File: config.mk
export PLATFORM = sky130hd
export DESIGN_NAME = ex_muldiv_unit
export DESIGN_NICKNAME = d
export VERILOG_FILES = /design/src/rtl/ex_muldiv_unit.sv
export SDC_FILE = /design/constraint.sdc
export NUM_CORES = 1
export LEC_CHECK = 0
export CAP_MARGIN = 20
export CELL_PAD_IN_SITES_DETAIL_PLACEMENT = 0
export CELL_PAD_IN_SITES_GLOBAL_PLACEMENT = 1
export CORE_ASPECT_RATIO = 0.75
export CORE_MARGIN = 2
export CORE_UTILIZATION = 40
export CTS_BUF_LIST = sky130_fd_sc_hd__clkbuf_8 sky130_fd_sc_hd__clkbuf_16
export DETAILED_ROUTE_END_ITERATION = 10
export PLACE_DENSITY_LB_ADDON = 0.08
export SYNTH_ARGS = -nofsm -noshare
export SYNTH_HDL_FRONTEND = slang
export SYNTH_SLANG_ARGS = --single-unit
File: constraint.sdc
create_clock -name clk_i -period 6 [get_ports clk_i]
set_input_delay 1.2 -clock clk_i [delete_from_list [all_inputs] [get_ports clk_i]]
set_output_delay 1.2 -clock clk_i [all_outputs]
set_load 0.03 [all_outputs]
File: src/rtl/ex_muldiv_unit.sv
// ex_muldiv_unit: iterative RV32M MUL/DIV/DIVU/REM/REMU unit for the EX stage
// Ports: clk_i/rst_i (async high), req_i/flush_i/funct_i/data1_i/data2_i in;
//        stall_o (comb), done_o (1-cycle pulse), result_o (held until next done) out.
// Optional MULDIV_EARLY_OUT_EN: divide-by-zero, signed overflow and zero MUL
// operands finish directly from IDLE.
module ex_muldiv_unit #(
    parameter int XLEN  = 32,
    parameter int CNT_W = 6
) (
    input  logic            clk_i,
    input  logic            rst_i,
    input  logic            req_i,
    input  logic            flush_i,
    input  logic [9:0]      funct_i,
    input  logic [XLEN-1:0] data1_i,
    input  logic [XLEN-1:0] data2_i,
    output logic            stall_o,
    output logic            done_o,
    output logic [XLEN-1:0] result_o
);
    typedef enum logic [1:0] {IDLE, BUSY, DONE} state_t;
    state_t state_q, state_d;
    logic [CNT_W-1:0] cnt_q;
    logic [XLEN-1:0] a_q, b_q, acc_q, out_q, m1, m2, fin;
    logic [XLEN:0] t, d;
    logic op_mul_q, op_rem_q, neg_q_q, neg_r_q;
    logic legal, sgn, n1, n2, div0, accept, early;
    always_comb begin
        legal  = funct_i[9:3] == 7'b0000001 && (funct_i[2:0] == 3'b000 || funct_i[2]);
        sgn    = funct_i[2] & ~funct_i[0];
        n1     = sgn & data1_i[XLEN-1];
        n2     = sgn & data2_i[XLEN-1];
        m1     = n1 ? -data1_i : data1_i;
        m2     = n2 ? -data2_i : data2_i;
        div0   = funct_i[2] && data2_i == '0;
        accept = state_q == IDLE && req_i && legal && !flush_i;
`ifdef MULDIV_EARLY_OUT_EN
        early  = funct_i[2] ? (div0 || (sgn && data1_i == {1'b1, {(XLEN-1){1'b0}}} && data2_i == '1))
                            : (data1_i == '0 || data2_i == '0);
`else
        early  = 1'b0;
`endif
        // restoring division: shift next dividend bit into the partial remainder
        t      = {acc_q, a_q[XLEN-1]};
        d      = t - {1'b0, b_q};
        fin    = op_mul_q ? acc_q : op_rem_q ? (neg_r_q ? -acc_q : acc_q) : (neg_q_q ? -a_q : a_q);
    end
    always_comb begin
        state_d = flush_i ? IDLE :
                  state_q == IDLE ? (accept ? (early ? DONE : BUSY) : IDLE) :
                  state_q == BUSY ? (cnt_q == CNT_W'(XLEN-1) ? DONE : BUSY) : IDLE;
        stall_o  = (state_q == IDLE && req_i && legal) || state_q == BUSY;
        done_o   = state_q == DONE && !flush_i;
        result_o = done_o ? fin : out_q;
    end
    always_ff @(posedge clk_i or posedge rst_i) begin
        if (rst_i) state_q <= IDLE;
        else       state_q <= state_d;
    end
    always_ff @(posedge clk_i or posedge rst_i) begin
        if (rst_i) begin
            cnt_q    <= '0;
            a_q      <= '0;
            b_q      <= '0;
            acc_q    <= '0;
            out_q    <= '0;
            op_mul_q <= 1'b0;
            op_rem_q <= 1'b0;
            neg_q_q  <= 1'b0;
            neg_r_q  <= 1'b0;
        end else begin
            if (accept) begin
                cnt_q    <= '0;
                op_mul_q <= funct_i[2:0] == 3'b000;
                op_rem_q <= funct_i[1];
                // a divide by zero keeps the all-ones quotient unsigned
                neg_q_q  <= (n1 ^ n2) && !div0;
                neg_r_q  <= n1;
                // early divide-by-zero preloads quotient=all ones, remainder=|dividend|
                a_q      <= (early && div0) ? '1 : m1;
                acc_q    <= (early && div0) ? m1 : '0;
                b_q      <= m2;
            end else if (state_q == BUSY) begin
                cnt_q <= cnt_q + 1'b1;
                if (op_mul_q) begin
                    acc_q <= acc_q + (a_q[0] ? b_q : '0);
                    a_q   <= a_q >> 1;
                    b_q   <= b_q << 1;
                end else begin
                    acc_q <= d[XLEN] ? t[XLEN-1:0] : d[XLEN-1:0];
                    a_q   <= {a_q[XLEN-2:0], ~d[XLEN]};
                end
            end
            if (done_o) out_q <= fin;
        end
    end
endmodule

; ---- Word-level counts from Yosys, hierarchy flattened
; Cells that the tools add are included.
[totals]
reg_bits = 140
input_bits = 78
out_inout_bits = 34
word_cells = 69
[classes]
add_sub_neg = 7
eq_ne = 4
mux = 25
bitwise = 6
reduce_logical = 17
[ops]
columns = operator, count
row1 = $mux W32, 18
row2 = $neg A32 Y32, 4
row3 = $sub A33 B32 Y33, 1
row4 = $add A32 B32 Y32, 1
row5 = $logic_not A32 Y1, 1
row6 = $mux W6, 2
row7 = $mux W2, 4
row8 = $eq A7 B1 Y1 const B, 1
row9 = $logic_and A1 B1 Y1, 7
row10 = $add A6 B1 Y6 const B, 1
row11 = $eq A6 B5 Y1 const B, 1
row12 = $reduce_bool A2 Y1, 2
row13 = $and A1 B1 Y1, 3
row14 = $logic_not A3 Y1, 1
row15 = $eq A2 B1 Y1 const B, 1
row16 = $eq A2 B2 Y1 const B, 1
row17 = $logic_not A1 Y1, 2
row18 = $logic_not A2 Y1, 1
row19 = $logic_or A1 B1 Y1, 2
row20 = $not A1 Y1, 2
row21 = $reduce_and A2 Y1, 1
row22 = $mux W1, 1
row23 = $xor A1 B1 Y1, 1

; ---- Longest topological paths before layout
[depth]
ltp_word = 8
depth_mapped = 13
depth_no_buf = 13

; ---- Least setup slack after synthesis
; No wires, ideal clock.
[synth_path]
path_type = flip-flop to output port
startpoint = register a_q[0]
endpoint = output result_o[18]
t_arrival_ps = 2827
t_required_ps = 4800
path_slack_ps = 1973
stages_incl_launch_ff = 13
n_path_buf = 1
path_cell_list = dfrtp_1 inv_1 clkbuf_1 ha_1 nor2b_1 nand2_1 o21ai_0 nand2_1 a21oi_1 xnor2_1 o21a_1 o22ai_1 o21ai_0
[synth_via]
elab_chain_len = 5
[synth_rtl]
columns = element, line_no
row1 = "start, declared", 24  ; logic [XLEN-1:0] a_q, b_q, acc_q, out_q, m1, m2, fin;
row2 = "start signal, assigned", 80  ; a_q <= (early && div0) ? '1 : m1;
row3 = "start signal, assigned", 87  ; a_q <= a_q >> 1;
row4 = "start signal, assigned", 91  ; a_q <= {a_q[XLEN-2:0], ~d[XLEN]};
row5 = $neg A32 Y32, 46  ; fin = op_mul_q ? acc_q : op_rem_q ? (neg_r_q ? -acc_q : acc_q) : (neg_q_q ? -a_q : a_q);
row6 = $mux W32 (3 in series), 46
row7 = $mux W32, 54  ; result_o = done_o ? fin : out_q;
row8 = "end, declared", 19  ; output logic [XLEN-1:0] result_o
; No other way between the ends.

; ---- Worst setup path after layout
[layout_path]
startpoint = register acc_q[13]
endpoint = output result_o[29]
[layout_via]
elab_chain_len = 5
[layout_rtl]
columns = element, line_no
row1 = "start, declared", 24
row2 = "start signal, assigned", 81  ; acc_q <= (early && div0) ? m1 : '0;
row3 = "start signal, assigned", 86  ; acc_q <= acc_q + (a_q[0] ? b_q : '0);
row4 = "start signal, assigned", 90  ; acc_q <= d[XLEN] ? t[XLEN-1:0] : d[XLEN-1:0];
row5 = $neg A32 Y32, 46
row6 = $mux W32 (3 in series), 46
row7 = $mux W32, 54
; No other way between the ends.

==> results by group <==
Placed design
  • Final RePlAce weighted congestion: 0.8949
  • I/O Buffers: 111
  • Detailed Place HPWL: 34710 um

Critical path
  • Crit path from: acc_q[13]
  • Critical path capture point type: output port
  • Critical Path Source Type: flop
  • Worst Path Max Fanout: 7
  • Crit Path Class: flop to output port
  • CP arrival: 4030 ps
  • Req. time, crit path: 4800 ps
  • Worst flop-to-flop path startpoint: a_q[31]

Power
  • Max VDD drop: 0.2174 mV
  • Power density cells: 261.9 nW/um^2
  • Lkg Pwr: 6.326 nW

Finish
  • Share of post-route cells with drive strength above 1: 0.05596
  • Nets@finish: 1905
  • Area growth syn-to-layout: 16.10%
  • Number of diodes: 0
  • Filler cell count: 3268

Clock tree
  • Hold buffer count at CTS: 0
  • Clock buffer count from CTS: 17
  • Clk sinks: 140
  • Post-CTS Setup Bufs: 0
  • Clock root buffer: clkbuf_16
  • Cts repair resizes: 0
  • Worst-Skew Late Latency: 450 ps
  • Clk buf depth: 2
  • H-tree Lvls: 4
  • CTS tree: done
  • Clk slew on worst S/H paths: 60 ps

Global route
  • First-pass GRT wire length: 70190 um
  • Largest net degree at the start of global routing: 94
  • Global Route Usage Sum: 0.2671
  • GRT overflow: 0
  • Antenna violations before repair: 0
  • Vias in the first global route: 11813

STA
  • Period utilization: 0.8721
  • RSZ-0062 raised after global routing: no
  • Worst hold slack: 485.1 ps
  • Minimum clock period: 5233 ps
  • Slew HR: 0.2723
  • F_max: 191.1 MHz
  • Final setup fails: 0
  • Setup TNS: 0 ps
  • Least-Margin Pin Slew: 1090 ps
  • Final Hold Viols: 0
  • Max Slew Vio Count: 0
  • Setup Skew: 11.03 ps

Drt
  • Via Count: 12856
  • Routed len/inst: 20.46 um
  • Routed Antenna Nets: 0
  • Initial DRC Count: 1175
  • Post-route DRC: 0
  • Pre-antenna DRT Iters: 5
  • Via density: 5.815
  • Final wirelength: 45230 um

Synthesis
  • Post-synthesis cell count: 1695
  • Synth cell types: 85
  • Sequential cell area fraction in the yosys report: 0.2668
  • Mapped Area: 13130 um^2
  • Mapped Avg Cell Area: 7.747 um^2
  • Post-synth top flop: dfrtp_1
  • Syn nets: 1843
  • Ys async rst share: 1.000
  • Number of synthesized flops with an enable pin: 0
  • Yosys Warn Count: 0
  • Synth Register Bits: 140

Die
  • Die area: 34310 um^2
  • Row cnt: 57
  • Core Region: 32380 um^2
  • Die Width: 213.2 um
  • Ports: 112
  • Initial core utilization: 0.4056
  • Die Y: 160.9 um

Hold path
  • Worst Hold Class: flop to flop
  • Hold_sp: out_q[24]

Job
  • Max_cap viols: 0

Run status
  • Outcome: completed
==> cell usage in the layout (no fill, tap or decap), types with 11 or more instances in the layout <==
cell type and instances:
a211oi_1 11, a21o_1 26, a21oi_1 144, a22oi_1 18, a31oi_1 28, and2_1 13
and3_1 12, buf_4 27, clkbuf_16 17, clkdlybuf4s50_1 109, dfrtp_1 138, ha_1 68
inv_1 68, mux2i_1 54, nand2_1 204, nand2b_1 23, nand3_1 33, nand4_1 12
nor2_1 152, nor3_1 32, o211ai_1 18, o21ai_0 129, o21ai_1 21, o221ai_1 37
o22ai_1 20, o31ai_1 28, o41ai_1 11, or3_1 12, or4_1 12, xnor2_1 90
xor2_1 56
==> path summary, 6_finish.rpt <==
kind	end	slack [ps]	depth (start not counted)
min in group asynchronous	out_q[22]	1210	2
max in group asynchronous	a_q[8]	3770	3
hold reg to reg	out_q[24]	490	1
setup / recovery	result_o[29]	770	10
setup reg to reg	acc_q[0]	1480	12
hold / removal	out_q[24]	490	1
==> cells in the mapped netlist, types with 6 or more instances <==
| master | number | area [um^2] |
|---|---|---|
| nor2b_1 | 9 | 56.30 |
| nor4_1 | 7 | 43.79 |
| nor2_1 | 154 | 578.1 |
| o21ai_0 | 129 | 645.6 |
| o221ai_1 | 37 | 324.1 |
| dfrtp_1 | 140 | 3503 |
| or4_1 | 12 | 90.09 |
| or3_1 | 13 | 81.33 |
| nand2b_1 | 23 | 143.9 |
| a22oi_1 | 18 | 135.1 |
| and2_1 | 13 | 81.33 |
| o22ai_1 | 20 | 125.1 |
| o22a_1 | 7 | 61.31 |
| o31ai_1 | 28 | 210.2 |
| a211oi_1 | 11 | 82.58 |
| o211ai_1 | 18 | 135.1 |
| a31oi_1 | 28 | 175.2 |
| mux2i_1 | 54 | 540.5 |
| nand2_1 | 204 | 765.7 |
| nand4_1 | 12 | 75.07 |
| clkbuf_1 | 84 | 315.3 |
| o41ai_1 | 11 | 96.34 |
| nor3_1 | 32 | 160.2 |
| a21oi_1 | 144 | 720.7 |
| xor2_1 | 56 | 490.5 |
| o21a_1 | 9 | 67.56 |
| buf_1 | 6 | 22.52 |
| and3_1 | 12 | 75.07 |
| inv_1 | 67 | 251.5 |
| a21o_1 | 26 | 195.2 |
| o21ai_1 | 21 | 105.1 |
| xnor2_1 | 90 | 788.3 |
| nand3_1 | 33 | 165.2 |
| ha_1 | 68 | 850.8 |
==> per-layer routing <==
metal	vias up	share of wire	global-route usage
li1	6300	-	-
met1	6111	0.53	0.4322
met2	410	0.39	0.3493
met3	35	0.071	0.06003
met4	0	0.016	0.05871
met5	-	0	0
==> kinds of logic after synthesis <==
kind of cell,count (synthesis),share of synthesized area
DFF,140,0.2668
xor gates and xnor gates,146,0.09738
muxes,56,0.04307
buffers and inverters,166,0.04926
AOI/OAI and AO/OA,556,0.2711
and+or+nand+nor,561,0.2046
adders and majority gates,70,0.06784
==> cell type report <==
cell class	count	area, um^2	area share
Multi-Input combinational cell	1389	8996	0.5901
Sequential cell	140	3508	0.2301
Timing Repair Buffer	140	1389	0.09110
Tap cell	442	553.0	0.03627
Clock buffer	18	439.2	0.02881
Inverter	69	264.0	0.01732
Clock inverter	13	96.34	0.006319
==> power breakdown <==
part	switching (mW)	internal [mW]
combinational	0.985	0.702
clock	0.465	0.539
sequential	0.247	1.06
total	1.70	2.30
==> worst max-delay path, cell delays in order, from the launching register on <==
cell,delay [ps]
dfrtp_1,360
buf_4,170
or2_2,290
nor4_1,430
nand4_2,230
nor4_2,270
nand2_1,130
or4_1,460
a311o_1,380
a32o_1,270
clkdlybuf4s50_1,590
==> sequential cells by signal, summed over array words and instances (netlist names) <==
name	cells
op_mul_q	1
neg_r_q	1
cnt_q	6
state_q	2
neg_q_q	1
acc_q	32
op_rem_q	1
a_q	32
b_q	32
out_q	32
==> metrics by stage <==
stage / cells / utilization / area, um^2 / power, mW / setup WS, ps
after floorplan: 1695 / - / 13130 / 2.418 / 1047
after detailed placement: 2178 / 0.4526 / 14660 / 2.961 / 1133
after global routing: 2211 / 0.4709 / 15250 / 4.244 / 610.5
final: 2211 / 0.4709 / 15250 / 3.993 / 767.1
after global placement: 2178 / 0.4526 / 14660 / 2.954 / 1164
after CTS: 2209 / 0.4692 / 15190 / 3.978 / 796.8
Note: power is estimated with default switching activity, not from simulation.
